===== src/rtl/mem_ctrl_pkg.sv =====
// Shared types and width helpers for the memory write sequencer.
package mem_ctrl_pkg;

  typedef enum logic {INIT, RUN} mem_seq_state_t;

  // Address width for a memory of the given depth (at least one bit).
  function automatic int unsigned addr_width(input int unsigned depth);
    return (depth < 2) ? 1 : $clog2(depth);
  endfunction

  // Encoded requester-id width (at least one bit).
  function automatic int unsigned id_width(input int unsigned n_req);
    return (n_req < 2) ? 1 : $clog2(n_req);
  endfunction

endpackage


===== src/rtl/mem_write_sequencer_rr_arbiter.sv =====
// Combinational round-robin arbiter: first set request at or after ptr wins.
module rr_arbiter
  import mem_ctrl_pkg::*;
#(
  parameter int unsigned N_REQ = 3
) (
  input  logic [N_REQ-1:0]              req,
  input  logic [id_width(N_REQ)-1:0]    ptr,
  input  logic                          en,
  output logic [N_REQ-1:0]              gnt,
  output logic [id_width(N_REQ)-1:0]    gnt_id
);

  localparam int unsigned GW = id_width(N_REQ);

  logic              found;
  int unsigned       sum;
  logic [GW-1:0]     idx;

  always_comb begin
    gnt    = '0;
    gnt_id = '0;
    found  = 1'b0;
    sum    = 0;
    idx    = '0;
    for (int unsigned i = 0; i < N_REQ; i++) begin
      sum = 32'(ptr) + i;
      idx = GW'(sum % N_REQ);
      if (en && !found && req[idx]) begin
        gnt[idx] = 1'b1;
        gnt_id   = idx;
        found    = 1'b1;
      end
    end
  end

endmodule


===== src/rtl/mem_write_sequencer.sv =====
// Owns the memory write port: init sweep after reset, then round-robin
// sharing among requesters with registered memory-side outputs.
module mem_write_sequencer
  import mem_ctrl_pkg::*;
#(
  parameter int unsigned       WIDTH      = 32,
  parameter int unsigned       N          = 4,
  parameter int unsigned       N_REQ      = 3,
  parameter logic [WIDTH-1:0]  INIT_VALUE = '0
) (
  input  logic                                  clk,
  input  logic                                  rstn,
  input  logic                                  init_start,
  input  logic [N_REQ-1:0]                      req_valid,
  input  logic [N_REQ-1:0][addr_width(N)-1:0]   req_addr,
  input  logic [N_REQ-1:0][WIDTH-1:0]           req_data,
  output logic [N_REQ-1:0]                      req_ready,
  output logic                                  mem_write_en,
  output logic [addr_width(N)-1:0]              mem_write_addr,
  output logic [WIDTH-1:0]                      mem_data_in,
  output logic [id_width(N_REQ)-1:0]            mem_grant_id,
  output logic                                  init_done
);

  localparam int unsigned AW = addr_width(N);
  localparam int unsigned GW = id_width(N_REQ);
  localparam int unsigned CW = AW + 1;

  mem_seq_state_t  state;
  logic [CW-1:0]   init_cnt;
  logic [GW-1:0]   rr_ptr;
  logic [GW-1:0]   gnt_id;
  logic            arb_en;
  logic            handshake;

  // Re-init request blocks granting in the same cycle.
  assign arb_en    = (state == RUN) && !init_start;
  assign handshake = |(req_valid & req_ready);

  rr_arbiter #(.N_REQ(N_REQ)) u_arb (
    .req    (req_valid),
    .ptr    (rr_ptr),
    .en     (arb_en),
    .gnt    (req_ready),
    .gnt_id (gnt_id)
  );

  // Sweep counter runs to N; the extra step hands over to RUN without a write.
  always_ff @(posedge clk or negedge rstn) begin
    if (!rstn) begin
      state          <= INIT;
      init_cnt       <= '0;
      rr_ptr         <= '0;
      mem_write_en   <= 1'b0;
      mem_write_addr <= '0;
      mem_data_in    <= '0;
      mem_grant_id   <= '0;
      init_done      <= 1'b0;
    end else begin
      case (state)
        INIT: begin
          mem_grant_id <= '0;
          if (init_cnt == CW'(N)) begin
            mem_write_en <= 1'b0;
            init_cnt     <= '0;
            init_done    <= 1'b1;
            state        <= RUN;
          end else begin
            mem_write_en   <= 1'b1;
            mem_write_addr <= init_cnt[AW-1:0];
            mem_data_in    <= INIT_VALUE;
            init_cnt       <= init_cnt + CW'(1);
          end
        end
        RUN: begin
          if (init_start) begin
            mem_write_en <= 1'b0;
            init_done    <= 1'b0;
            init_cnt     <= '0;
            rr_ptr       <= '0;
            state        <= INIT;
          end else if (handshake) begin
            mem_write_en   <= 1'b1;
            mem_write_addr <= req_addr[gnt_id];
            mem_data_in    <= req_data[gnt_id];
            mem_grant_id   <= gnt_id;
            rr_ptr         <= (gnt_id == GW'(N_REQ - 1)) ? '0 : gnt_id + GW'(1);
          end else begin
            mem_write_en <= 1'b0;
          end
        end
      endcase
    end
  end

endmodule

===== config.mk =====
export PLATFORM = sky130hd
export DESIGN_NAME = mem_write_sequencer
export DESIGN_NICKNAME = d
export VERILOG_FILES = /design/src/rtl/mem_ctrl_pkg.sv /design/src/rtl/mem_write_sequencer_rr_arbiter.sv /design/src/rtl/mem_write_sequencer.sv
export SDC_FILE = /design/constraint.sdc
export NUM_CORES = 1
export LEC_CHECK = 0
export CORE_MARGIN = 2
export CORE_UTILIZATION = 41
export CTS_CLUSTER_SIZE = 24
export DETAILED_ROUTE_END_ITERATION = 16
export GPL_TIMING_DRIVEN = 0
export PLACE_DENSITY_LB_ADDON = 0.3
export SLEW_MARGIN = 10
export SYNTH_ARGS = -nofsm -noshare
export SYNTH_HDL_FRONTEND = slang
export SYNTH_SLANG_ARGS = --single-unit

===== constraint.sdc =====
create_clock -name clk -period 2.89 [get_ports clk]
set_input_delay 0.7225 -clock clk [delete_from_list [all_inputs] [get_ports clk]]
set_output_delay 0.7225 -clock clk [all_outputs]
set_load 0.005 [all_outputs]

Word level (Yosys, flattened, before mapping) --
Index checks and enable logic that the tools add are counted.
Storage, ports and cells: flip-flop bits (word level) 44, word-level logic and storage cells 102, output and inout port bits 41, bits of input ports 108
Cells by class: div/mod/pow operators 3, bitwise gates (word level) 4, magnitude comparators 7, reductions and logical operators 18, multiplexer cells 51, equal/unequal tests 7, add/sub/neg operators 4
Operators by type and width (number):
- 2-to-1 mux 32 bit | 4
- binary-select mux 32 bit (select 2 bit) | 1
- modulo 32 x 2 -> 32 bit (second input constant) | 2
- one-hot mux 32 bit (2 select lines) | 1
- modulo 2 x 2 -> 32 bit (second input constant) | 1
- 2-to-1 mux 2 bit | 12
- 2-to-1 mux 1 bit | 15
- 2-to-1 mux 3 bit | 5
- less-than comparator 2 x 3 -> 1 bit (second input constant) | 4
- logical AND 1 bit | 9
- inequality test 2 bit (second input constant) | 4
- one-hot mux 2 bit (2 select lines) | 2
- binary-select mux 1 bit (select 2 bit) | 3
- demux 1 bit (select 2 bit) | 3
- greater-or-equal comparator 2 x 1 -> 1 bit (second input constant) | 3
- OR 3 bit | 2
- one-hot mux 1 bit (2 select lines) | 3
- one-hot mux 3 bit (2 select lines) | 1
- AND reduction 2 bit | 3
- binary-select mux 2 bit (select 2 bit) | 1
- adder 2 x 1 -> 3 bit (second input constant) | 1
- adder 2 x 2 -> 3 bit (second input constant) | 1
- adder 3 x 1 -> 3 bit (second input constant) | 1
- bitwise AND 3 bit | 1
- other kinds (9) | 11

Longest topological paths before layout --
Gate-level depths: netlist (run 1).
word-level depth 18, depth in mapped cells 11

By module --
Synthesis (run 1) repeated with hierarchy kept, for this count alone.
Second synthesis, totals: cells, all modules 291, area, all modules 2861.5 um^2
By module, submodules not included:
- mem_write_sequencer | sequential area each 1101.1 um^2, area an instance 2568.7 um^2, cells each 251, times used 1
- rr_arbiter | sequential area each 0.0 um^2, area an instance 292.8 um^2, cells each 40, times used 1

Worst setup path after synthesis (run 1) --
Ideal clock, no wire load.
path kind input to register, from input req_valid[2], to register mem_data_in[10], data arrival time 2552 ps, stages 9, setup slack 220 ps, setup time 119 ps, path buffers 3, path through buf_2 -> mux2_4 -> mux2_2 -> and3_4 -> o311a_4 -> a221oi_2 -> buf_6 -> buf_8 -> o2bb2ai_2
Between the ends: word-level cells in the longest chain between the ends 17, elaborated cells between the ends (all ways) 32, those cells by class eq/ne: 1; mux: 19; bitwise: 3; reduce/logical: 9
Ends and longest elaborated chain:
- start, declared | RTL line mem_write_sequencer.sv:14 | input logic [N_REQ-1:0] req_valid,
- binary-select mux 1 bit (select 2 bit) | RTL line mem_write_sequencer_rr_arbiter.sv:29 | if (en && !found && req[idx]) begin
- 2-to-1 mux 1 bit (not written as such) | RTL line mem_write_sequencer_rr_arbiter.sv:29
- logical AND 1 bit | RTL line mem_write_sequencer_rr_arbiter.sv:29
- 2-to-1 mux 1 bit | RTL line mem_write_sequencer_rr_arbiter.sv:29
- logical NOT 1 bit | RTL line mem_write_sequencer_rr_arbiter.sv:29
- logical AND 1 bit (2 in series) | RTL line mem_write_sequencer_rr_arbiter.sv:29
- 2-to-1 mux 1 bit | RTL line mem_write_sequencer_rr_arbiter.sv:29
- logical NOT 1 bit | RTL line mem_write_sequencer_rr_arbiter.sv:29
- logical AND 1 bit (2 in series) | RTL line mem_write_sequencer_rr_arbiter.sv:29
- 2-to-1 mux 2 bit | RTL line mem_write_sequencer_rr_arbiter.sv:29
- binary-select mux 32 bit (select 2 bit) | RTL line mem_write_sequencer.sv:85 | mem_data_in <= req_data[gnt_id];
- 2-to-1 mux 32 bit (not written as such) | RTL line mem_write_sequencer.sv:85
- 2-to-1 mux 32 bit | RTL line mem_write_sequencer.sv:82 | end else if (handshake) begin
- 2-to-1 mux 32 bit | RTL line mem_write_sequencer.sv:76 | if (init_start) begin
- one-hot mux 32 bit (2 select lines) | RTL line mem_write_sequencer.sv:60 | case (state)
- end signal, assigned | RTL line mem_write_sequencer.sv:85
- end, declared | RTL line mem_write_sequencer.sv:20 | output logic [WIDTH-1:0] mem_data_in,
Parallel ways exist; a longest one is shown, timed or not. The select of a mux whose other input is x is not followed. A chain may end at the register's enable or synchronous reset.

Worst setup path after layout (run 1) --
from register rr_ptr[1], to output req_ready[0]
Between the ends: word-level cells in the longest chain between the ends 13, elaborated cells between the ends (all ways) 40, those cells by class add/sub: 2; div: 3; order compare: 6; mux: 17; bitwise: 2; reduce/logical: 10
Ends and longest elaborated chain:
- start, declared | RTL line mem_write_sequencer.sv:31 | logic [GW-1:0] rr_ptr;
- start signal, assigned | RTL line mem_write_sequencer.sv:87 | rr_ptr <= (gnt_id == GW'(N_REQ - 1)) ? '0 : gnt_id + GW'(1);
- branches (longest 12 deep; another with modulo 32 x 2 -> 32 bit)
- 2-to-1 mux 3 bit (*) | RTL line mem_write_sequencer_rr_arbiter.sv:29
- end, declared | RTL line mem_write_sequencer.sv:17 | output logic [N_REQ-1:0] req_ready,
Every way passes the cells marked *. The select of a mux whose other input is x is not followed.

==> results of run 1 <==
timing repair:
| item | in CTS | in global routing |
|---|---|---|
| buffers inserted | 8 | 4 |
| endpoints found under the setup margin | 37 | 31 |
| pin swaps | 2 | 4 |
| gates resized for setup | 29 | 17 |
| hold endpoints to repair | 0 | 0 |
layout make-up:
cell class              count  share of cell area (%)
repair buffers            160                    31.8
clock buffers               6                    1.67
clock inverters             2                   0.278
flip-flops and latches     44                    22.3
well taps                  99                    2.50
multi-input cells         184                    38.1
plain buffers              15                    2.28
inverters                  13                    1.06
worst max path at each step:
stage / start / endpoint
CTS: rr_ptr[0] / req_ready[1]
detailed placement: req_valid[0] / mem_data_in[25]
global route: rr_ptr[1] / req_ready[0]
finish: rr_ptr[1] / req_ready[0]
global placement: req_valid[0] / mem_data_in[19]
floorplan: req_valid[2] / mem_data_in[10]
layout by cell type (no fill, tap or decap), types with 4 or more instances in the layout:
cell and instances:
sky130_fd_sc_hd__clkdlybuf4s50_1 140, sky130_fd_sc_hd__dfrtp_1 44, sky130_fd_sc_hd__mux2i_1 38, sky130_fd_sc_hd__mux2_2 35
sky130_fd_sc_hd__o2bb2ai_2 20, sky130_fd_sc_hd__buf_4 13, sky130_fd_sc_hd__nand2_1 12, sky130_fd_sc_hd__o2bb2ai_1 12
sky130_fd_sc_hd__inv_1 11, sky130_fd_sc_hd__buf_2 10, sky130_fd_sc_hd__clkbuf_8 6, sky130_fd_sc_hd__o21ai_0 5
sky130_fd_sc_hd__ha_1 4
registers in the layout, summed over array words and instances (netlist names):
name	count
mem_write_en	1
rr_ptr	2
init_done	1
mem_write_addr	2
mem_grant_id	2
mem_data_in	32
state	1
init_cnt	3
through the flow:
| step | instances | setup TNS, ns |
|---|---|---|
| 2_1_floorplan | 257 | 0 |
| 3_3_place_gp | 503 | -28.49 |
| 3_5_place_dp | 504 | -23.69 |
| 4_1_cts | 519 | -0.345 |
| 5_1_grt | 523 | -0.168 |
| 6_report | 523 | -0.0151 |
kinds of logic after synthesis:
group                    share of synthesized area [%]
buffers and inverters                             5.45
AND/OR/NAND/NOR                                   6.62
adder cells (fa/ha/maj)                           2.50
multiplexers                                      27.0
flip-flops                                        36.6
AO/OA/AOI/OAI                                     21.8
per-layer routing:
metal	GRT usage, %	vias up
met5	0	-
met4	7.06	0
met3	5.12	16
met2	35.4	93
met1	25.8	1307
li1	-	1294
worst max-delay path: stages, from the launching register on:
cell and delay [ns]:
sky130_fd_sc_hd__dfrtp_1 0.41, sky130_fd_sc_hd__inv_2 0.08, sky130_fd_sc_hd__ha_4 0.12, sky130_fd_sc_hd__buf_6 0.12
sky130_fd_sc_hd__mux2_4 0.32, sky130_fd_sc_hd__mux2_4 0.30, sky130_fd_sc_hd__and3_4 0.19, sky130_fd_sc_hd__nor3_2 0.15
sky130_fd_sc_hd__nor2_1 0.06, sky130_fd_sc_hd__buf_2 0.13
power by group through the flow:
stage | sequential (mW) | combinational, mW | clock (mW)
after floorplan | 0.810 | 0.719 | 0
after global placement | 0.818 | 1.17 | 0
after detailed placement | 0.824 | 1.19 | 0
after CTS | 0.811 | 1.30 | 0.421
after global routing | 0.829 | 1.49 | 0.444
final | 0.814 | 1.36 | 0.412
==> run summary, run 1 <==
PLACEMENT
-------------------------------------------------------------------------------------------------
Worst slack at placement                                                                -0.775 ns
Final weighted congestion of routability-driven global placement                            0.844
Count of input and output buffers                                                             147
Placed standard-cell area                                                              4620 sq um
Final HPWL DP                                                                             6630 um

YOSYS
-------------------------------------------------------------------------------------------------
Nets in the synthesized netlist                                                               371
Top cell type's share of synthesized area                                                   36.6%
Sequential area share after synthesis                                                       36.6%
Number of flops mapped to enable cells by yosys                                                 0
Post-Syn Instances                                                                            257
Cell area after technology mapping                                                     3010 sq um
Number of distinct library cell variants in the gate-level netlist after synthesis             45
Post-synth ARST share                                                                        100%
Synth cell count leaders                                                             sky130_fd_sc_hd__dfrtp_1 (44), sky130_fd_sc_hd__mux2i_1 (39), sky130_fd_sc_hd__mux2_2 (35)
Top flip-flop cell by instance count after synthesis                                 sky130_fd_sc_hd__dfrtp_1
Average cell area after synthesis                                                      11.7 sq um
Most frequent cell after synthesis                                                   sky130_fd_sc_hd__dfrtp_1
Flops & latches, synth                                                                         44
Warnings, synthesis                                                                             0
Biggest area contributors in the synthesized netlist                                 sky130_fd_sc_hd__dfrtp_1 (37%), sky130_fd_sc_hd__mux2_2 (13%), sky130_fd_sc_hd__mux2i_1 (13%)
Post-synthesis cell type with the largest combined area                              sky130_fd_sc_hd__dfrtp_1

STA
-------------------------------------------------------------------------------------------------
Setup ws final                                                                         -0.0151 ns
Maximum clock rate                                                                      0.344 GHz
Worst slew margin                                                                           68.6%
Setup clock skew after layout                                                          0.00772 ns
Final setup vio count                                                                           1
Pin slew with the least headroom to its limit                                            0.468 ns
Setup repair after global routing missed its margin                                           yes
Period utilization                                                                           101%
Final worst hold slack                                                                   0.330 ns
Clock period minus final worst setup slack                                                2.91 ns
Hold Violations, Final                                                                          0
Count of final max-slew check failures                                                          0

POWER
-------------------------------------------------------------------------------------------------
Power share of the sequential group                                                         31.5%
Sw Pwr                                                                                     950 uW
Combinational share of power                                                                52.6%
Max IR drop VDD                                                                        0.000244 V
Leakage power                                                                             2.28 nW
Power per cell area                                                                   522 nW/um^2
Internal power                                                                            1.63 mW
Total power consumption of the routed design                                              2.58 mW
Switching Share                                                                             36.8%
Power share of the clock group                                                              15.9%

LAYOUT
-------------------------------------------------------------------------------------------------
Area Overhead vs Synth                                                                      64.5%
Share of layout cells above drive strength 1                                                29.0%
Filler Cells Inserted                                                                         550
Post-route cell area                                                                   4950 sq um
Number of antenna repair diodes                                                                 0
Multi-input gate area in the final layout                                              1890 sq um
Post-Route Utilization                                                                      68.9%
FF/Latch Area                                                                          1100 sq um
Post-layout net count                                                                         537

CLOCK TREE
-------------------------------------------------------------------------------------------------
Number of buffers between clock root and the deepest sink                                       2
Clock root buffer                                                                    sky130_fd_sc_hd__clkbuf_8
Clock input transition at the sequential cells of the worst setup and hold paths          0.09 ns
Number of buffers created by CTS                                                                5
Clock tree from TritonCTS                                                                   built
Clock tree sinks                                                                               44
Worst-skew pair later-pin latency                                                         0.29 ns
Number of H-tree branching levels                                                               2
Count of hold buffers inserted by post-cts repair                                               0

CRITICAL PATH
-------------------------------------------------------------------------------------------------
Worst endpoint data arrival time                                                          2.18 ns
Crit-path max FO                                                                                6
Startpoint of the lowest-slack register-to-register path                                rr_ptr[1]
Worst reg2reg path endpoint                                                          mem_data_in[25]
R2R Setup Slk                                                                             0.15 ns
Required time of the critical path                                                        2.17 ns
Start-to-end type of the worst setup path                                            register to output port
Startpoint Class                                                                         register
Number of cells on the worst reg-to-reg path                                                   11
Nature of the critical path endpoint                                                  output port

HOLD PATH
-------------------------------------------------------------------------------------------------
Hold Path Class                                                                      primary input to async pin

DRT
-------------------------------------------------------------------------------------------------
Remaining DRCs                                                                                  0
Total vias in the final route                                                                2710
Final wirelength                                                                          8650 um
Total length of routed met3 wires                                                          509 um
Routed length per instance                                                                16.5 um
Post-Route M1 WL                                                                          3400 um
Violation count after the first detailed-routing iteration                                     92
Antenna Violating Nets Remaining                                                                0
Wire length on met2                                                                       4540 um
Router iterations before antenna repair                                                         5
Via density per instance                                                                     5.18
Top routing layer in use                                                                     met4

FLOORPLANNING
-------------------------------------------------------------------------------------------------
Number of rows in the core area                                                                31
Die Footprint                                                                          8030 sq um
Ports placed on the boundary                                                                  149
Core Footprint                                                                         7180 sq um
Effective utilization at floorplan                                                          41.9%
Die boundary height                                                                       89.6 um
Width of the die                                                                          89.6 um

GRT
-------------------------------------------------------------------------------------------------
Grt total ovfl                                                                                  0
Total Routing Usage GR                                                                      20.8%
Wire length of the first global-routing pass                                             12900 um
Number of global-route vias before repair                                                    2607
Initial antenna violation count                                                                 0
Pin count of the biggest net entering global routing                                           31

RUN STATUS
-------------------------------------------------------------------------------------------------
Run status                                                                           finished with violations
Failing checks                                                                       setup timing

JOB
-------------------------------------------------------------------------------------------------
Total of max-cap violations                                                                     0

No activity file was read; power rests on OpenSTA's default activity.
==> run 2: changes to the inputs <==
--- a/config.mk
+++ b/config.mk
@@ -12,4 +12,5 @@
 export GPL_TIMING_DRIVEN = 0
 export PLACE_DENSITY_LB_ADDON = 0.3
+export SETUP_SLACK_MARGIN = 0.05
 export SLEW_MARGIN = 10
 export SYNTH_ARGS = -nofsm -noshare
==> constraint.sdc (replaced) <==
create_clock -name clk -period 2.89 [get_ports clk]
set_input_delay 0.7225 -clock clk [delete_from_list [all_inputs] [get_ports clk]]
set_output_delay 0.7225 -clock clk [all_outputs]
set_load 0.05 [all_outputs]
==> run summary, run 2 (synthesized netlist as in run 1, its figures left out) <==
STA
-----------------------------------------------------------------------------------------------
Maximum clock rate                                                                    0.345 GHz   +0.31%
Final worst hold slack                                                                 0.312 ns   -0.0189 ns
Setup clock skew after layout                                                        0.00345 ns   -0.00426 ns
Setup repair after global routing missed its margin                                         yes
Worst slew margin                                                                         62.6%   -6.0 points
Hold Violations, Final                                                                        0   unchanged
Count of final max-slew check failures                                                        0   unchanged
Final setup vio count                                                                         1   unchanged
Clock period minus final worst setup slack                                              2.90 ns   -0.00903 ns
Total negative slack                                                                -0.00611 ns   +0.00903 ns
Period utilization                                                                         100%   -0.31 points
Setup ws final                                                                      -0.00611 ns   +0.00903 ns
Pin slew with the least headroom to its limit                                          0.557 ns   +0.0893 ns

GRT
-----------------------------------------------------------------------------------------------
Total Routing Usage GR                                                                    20.9%   +0.14 points
Number of global-route vias before repair                                                  2670   +2.4%
Grt total ovfl                                                                                0   unchanged
Wire length of the first global-routing pass                                           13000 um   +1.4%
Pin count of the biggest net entering global routing                                         33   +6.5%
Initial antenna violation count                                                               0   unchanged

CLOCK TREE
-----------------------------------------------------------------------------------------------
Clock tree sinks                                                                             44   unchanged
Clock tree from TritonCTS                                                                 built
Number of buffers between clock root and the deepest sink                                     2   unchanged
Clock root buffer                                                                  sky130_fd_sc_hd__clkbuf_8
Worst-skew pair later-pin latency                                                       0.29 ns   about the same
Number of buffers created by CTS                                                              5   unchanged
Clock input transition at the sequential cells of the worst setup and hold paths        0.08 ns   about the same
Number of H-tree branching levels                                                             2   unchanged

DRT
-----------------------------------------------------------------------------------------------
Remaining DRCs                                                                                0   unchanged
Router iterations before antenna repair                                                       4   -1
Antenna Violating Nets Remaining                                                              0   unchanged
Via density per instance                                                                   5.24   +1.2%
Routed length per instance                                                              16.9 um   +2.2%
Violation count after the first detailed-routing iteration                                  108   +17%
Final wirelength                                                                        8880 um   +2.6%
Total vias in the final route                                                              2753   +1.6%

CRITICAL PATH
-----------------------------------------------------------------------------------------------
Required time of the critical path                                                      2.17 ns   about the same
Count of buffer and inverter cells on the critical path                                       2   -1
Max stage delay cell, worst path                                                   sky130_fd_sc_hd__dfrtp_1
Number of cells on the worst reg-to-reg path                                                 11   unchanged
Startpoint of the lowest-slack register-to-register path                              rr_ptr[0]
Largest incremental delay on the critical path                                          0.44 ns   +0.03 ns
Start-to-end type of the worst setup path                                          register to output port
Crit-path max FO                                                                              5   -1
Worst reg2reg path endpoint                                                        mem_data_in[13]
Worst endpoint data arrival time                                                        2.17 ns   about the same
Cells along the critical path                                                      ha_4 > buf_6 > mux2_4 > mux2_4 > and3_4 > nor3_4 > nor2_2 > buf_6
Path length in cells of the critical path                                                     8   -1
Startpoint Class                                                                       register
R2R Setup Slk                                                                           0.12 ns   -0.03 ns
Worst path top cell family by delay                                                multiplexers
Beginning of the critical path                                                        rr_ptr[0]
Nature of the critical path endpoint                                                output port

LAYOUT
-----------------------------------------------------------------------------------------------
Number of flip-flops in the largest register                                                 32   unchanged
Post-layout net count                                                                       539   +0.37%
Most frequent standard cell in the layout excluding fill and tap cells             sky130_fd_sc_hd__clkdlybuf4s50_1
Post-route cell area                                                                 5040 sq um   +1.8%
Filler Cells Inserted                                                                       531   -3.5%
Most used cells in the layout excluding fill and tap cells                         sky130_fd_sc_hd__clkdlybuf4s50_1 (141), sky130_fd_sc_hd__dfrtp_1 (44), sky130_fd_sc_hd__mux2i_1 (37), sky130_fd_sc_hd__mux2_2 (35), sky130_fd_sc_hd__o2bb2ai_2 (20)
Multi-input gate area in the final layout                                            1930 sq um   +2.2%
Leading registers by flop count                                                    mem_data_in x32, init_cnt x3
Area Overhead vs Synth                                                                    67.6%
FF/Latch Area                                                                        1100 sq um   unchanged
Share of layout cells above drive strength 1                                              31.0%   +2.0 points
Number of antenna repair diodes                                                               0   unchanged
Top register by number of flip-flops                                                mem_data_in
Cell Count, Final, Fillers Out                                                              525   +0.38%

POWER
-----------------------------------------------------------------------------------------------
Internal power                                                                          1.81 mW   +11%
Power share of the sequential group                                                       26.6%   -4.9 points
Sw Pwr                                                                                  1.25 mW   +32%
Leakage power                                                                           2.29 nW   +0.61%
Switching Share                                                                           40.9%   +4.1 points
Power share of the clock group                                                            16.8%   +0.9 points
Combinational share of power                                                              56.7%   +4.1 points
Max IR drop VDD                                                                      0.000326 V   +34%
Power per cell area                                                                 608 nW/um^2   +16%

HOLD PATH
-----------------------------------------------------------------------------------------------
Hold Path Class                                                                    primary input to async pin

PLACEMENT
-----------------------------------------------------------------------------------------------
Placed standard-cell area                                                            4620 sq um   +0.11%
Count of input and output buffers                                                           147   unchanged
Placed Instances                                                                            504   unchanged
Final HPWL DP                                                                           6560 um   -1.1%
Final weighted congestion of routability-driven global placement                          0.889   +5.3%

FLOORPLANNING
-----------------------------------------------------------------------------------------------
Die Footprint                                                                        8030 sq um   unchanged
Core Footprint                                                                       7180 sq um   unchanged
Effective utilization at floorplan                                                        41.9%   unchanged
Die boundary height                                                                     89.6 um   unchanged
Width of the die                                                                        89.6 um   unchanged
Number of rows in the core area                                                              31   unchanged
Ports placed on the boundary                                                                149   unchanged

RUN STATUS
-----------------------------------------------------------------------------------------------
Run status                                                                         finished with violations
Failing checks                                                                     setup timing

JOB
-----------------------------------------------------------------------------------------------
Total of max-cap violations                                                                   0   unchanged

==> run 2: layout make-up <==
class	instances	area share, %
plain buffers	16	2.63
multi-input cells	184	38.3
flip-flops and latches	44	21.9
repair buffers	161	31.3
clock buffers	7	1.91
inverters	13	0.968
clock inverters	1	0.596
well taps	99	2.46
==> run 2: how the worst max path moves through the flow <==
stage	endpoint
floorplan	mem_data_in[10]
global placement	req_ready[0]
detailed placement	req_ready[0]
CTS	req_ready[0]
global route	req_ready[0]
finish	req_ready[0]
==> run 2: power groups by stage <==
| stage | sequential [mW] | clock, mW | combinational (mW) |
|---|---|---|---|
| after floorplan | 1.06 | 0 | 0.738 |
| after CTS | 0.809 | 0.522 | 1.56 |
| after detailed placement | 0.820 | 0 | 1.46 |
| final | 0.814 | 0.513 | 1.74 |
| after global placement | 0.816 | 0 | 1.43 |
| after global routing | 0.832 | 0.548 | 1.86 |
==> run 2: worst register-to-register path, stage by stage, from the launching register on <==
cell and delay, ns:
sky130_fd_sc_hd__dfrtp_1 0.44, sky130_fd_sc_hd__ha_4 0.18, sky130_fd_sc_hd__buf_6 0.13, sky130_fd_sc_hd__mux2i_4 0.21, sky130_fd_sc_hd__o21ai_1 0.30, sky130_fd_sc_hd__o21ba_4 0.22, sky130_fd_sc_hd__buf_4 0.13, sky130_fd_sc_hd__o311a_4 0.34
sky130_fd_sc_hd__a221oi_2 0.25, sky130_fd_sc_hd__buf_6 0.21, sky130_fd_sc_hd__buf_8 0.17, sky130_fd_sc_hd__o2bb2ai_2 0.08
==> run 2: layer usage <==
layer	vias to the layer above	track usage, %	share of wire [%]	wire, um
met5	-	0	0	0
met4	0	5.70	1.7	153
met3	14	5.12	6.5	580
met2	109	36.2	52	4640
met1	1327	26.1	39	3510
li1	1303	-	-	-
==> run 2: through the flow <==
stage          worst slack [ns]  utilization, %  power (mW)
6_report               -0.00611            70.2        3.06
5_1_grt                 -0.0933            70.2        3.24
4_1_cts                 -0.0335            67.6        2.89
3_5_place_dp             -0.926            64.4        2.28
3_3_place_gp             -0.911            64.2        2.25
2_1_floorplan             0.164               -        1.79
==> run 2: timing repair <==
action                                  in CTS  in global routing
endpoints found under the setup margin      42                 36
hold buffers                                 0                  0
hold endpoints to repair                     0                  0
gates resized for setup                     39                 32
setup buffers                                6                  7
pin swaps                                    3                  6
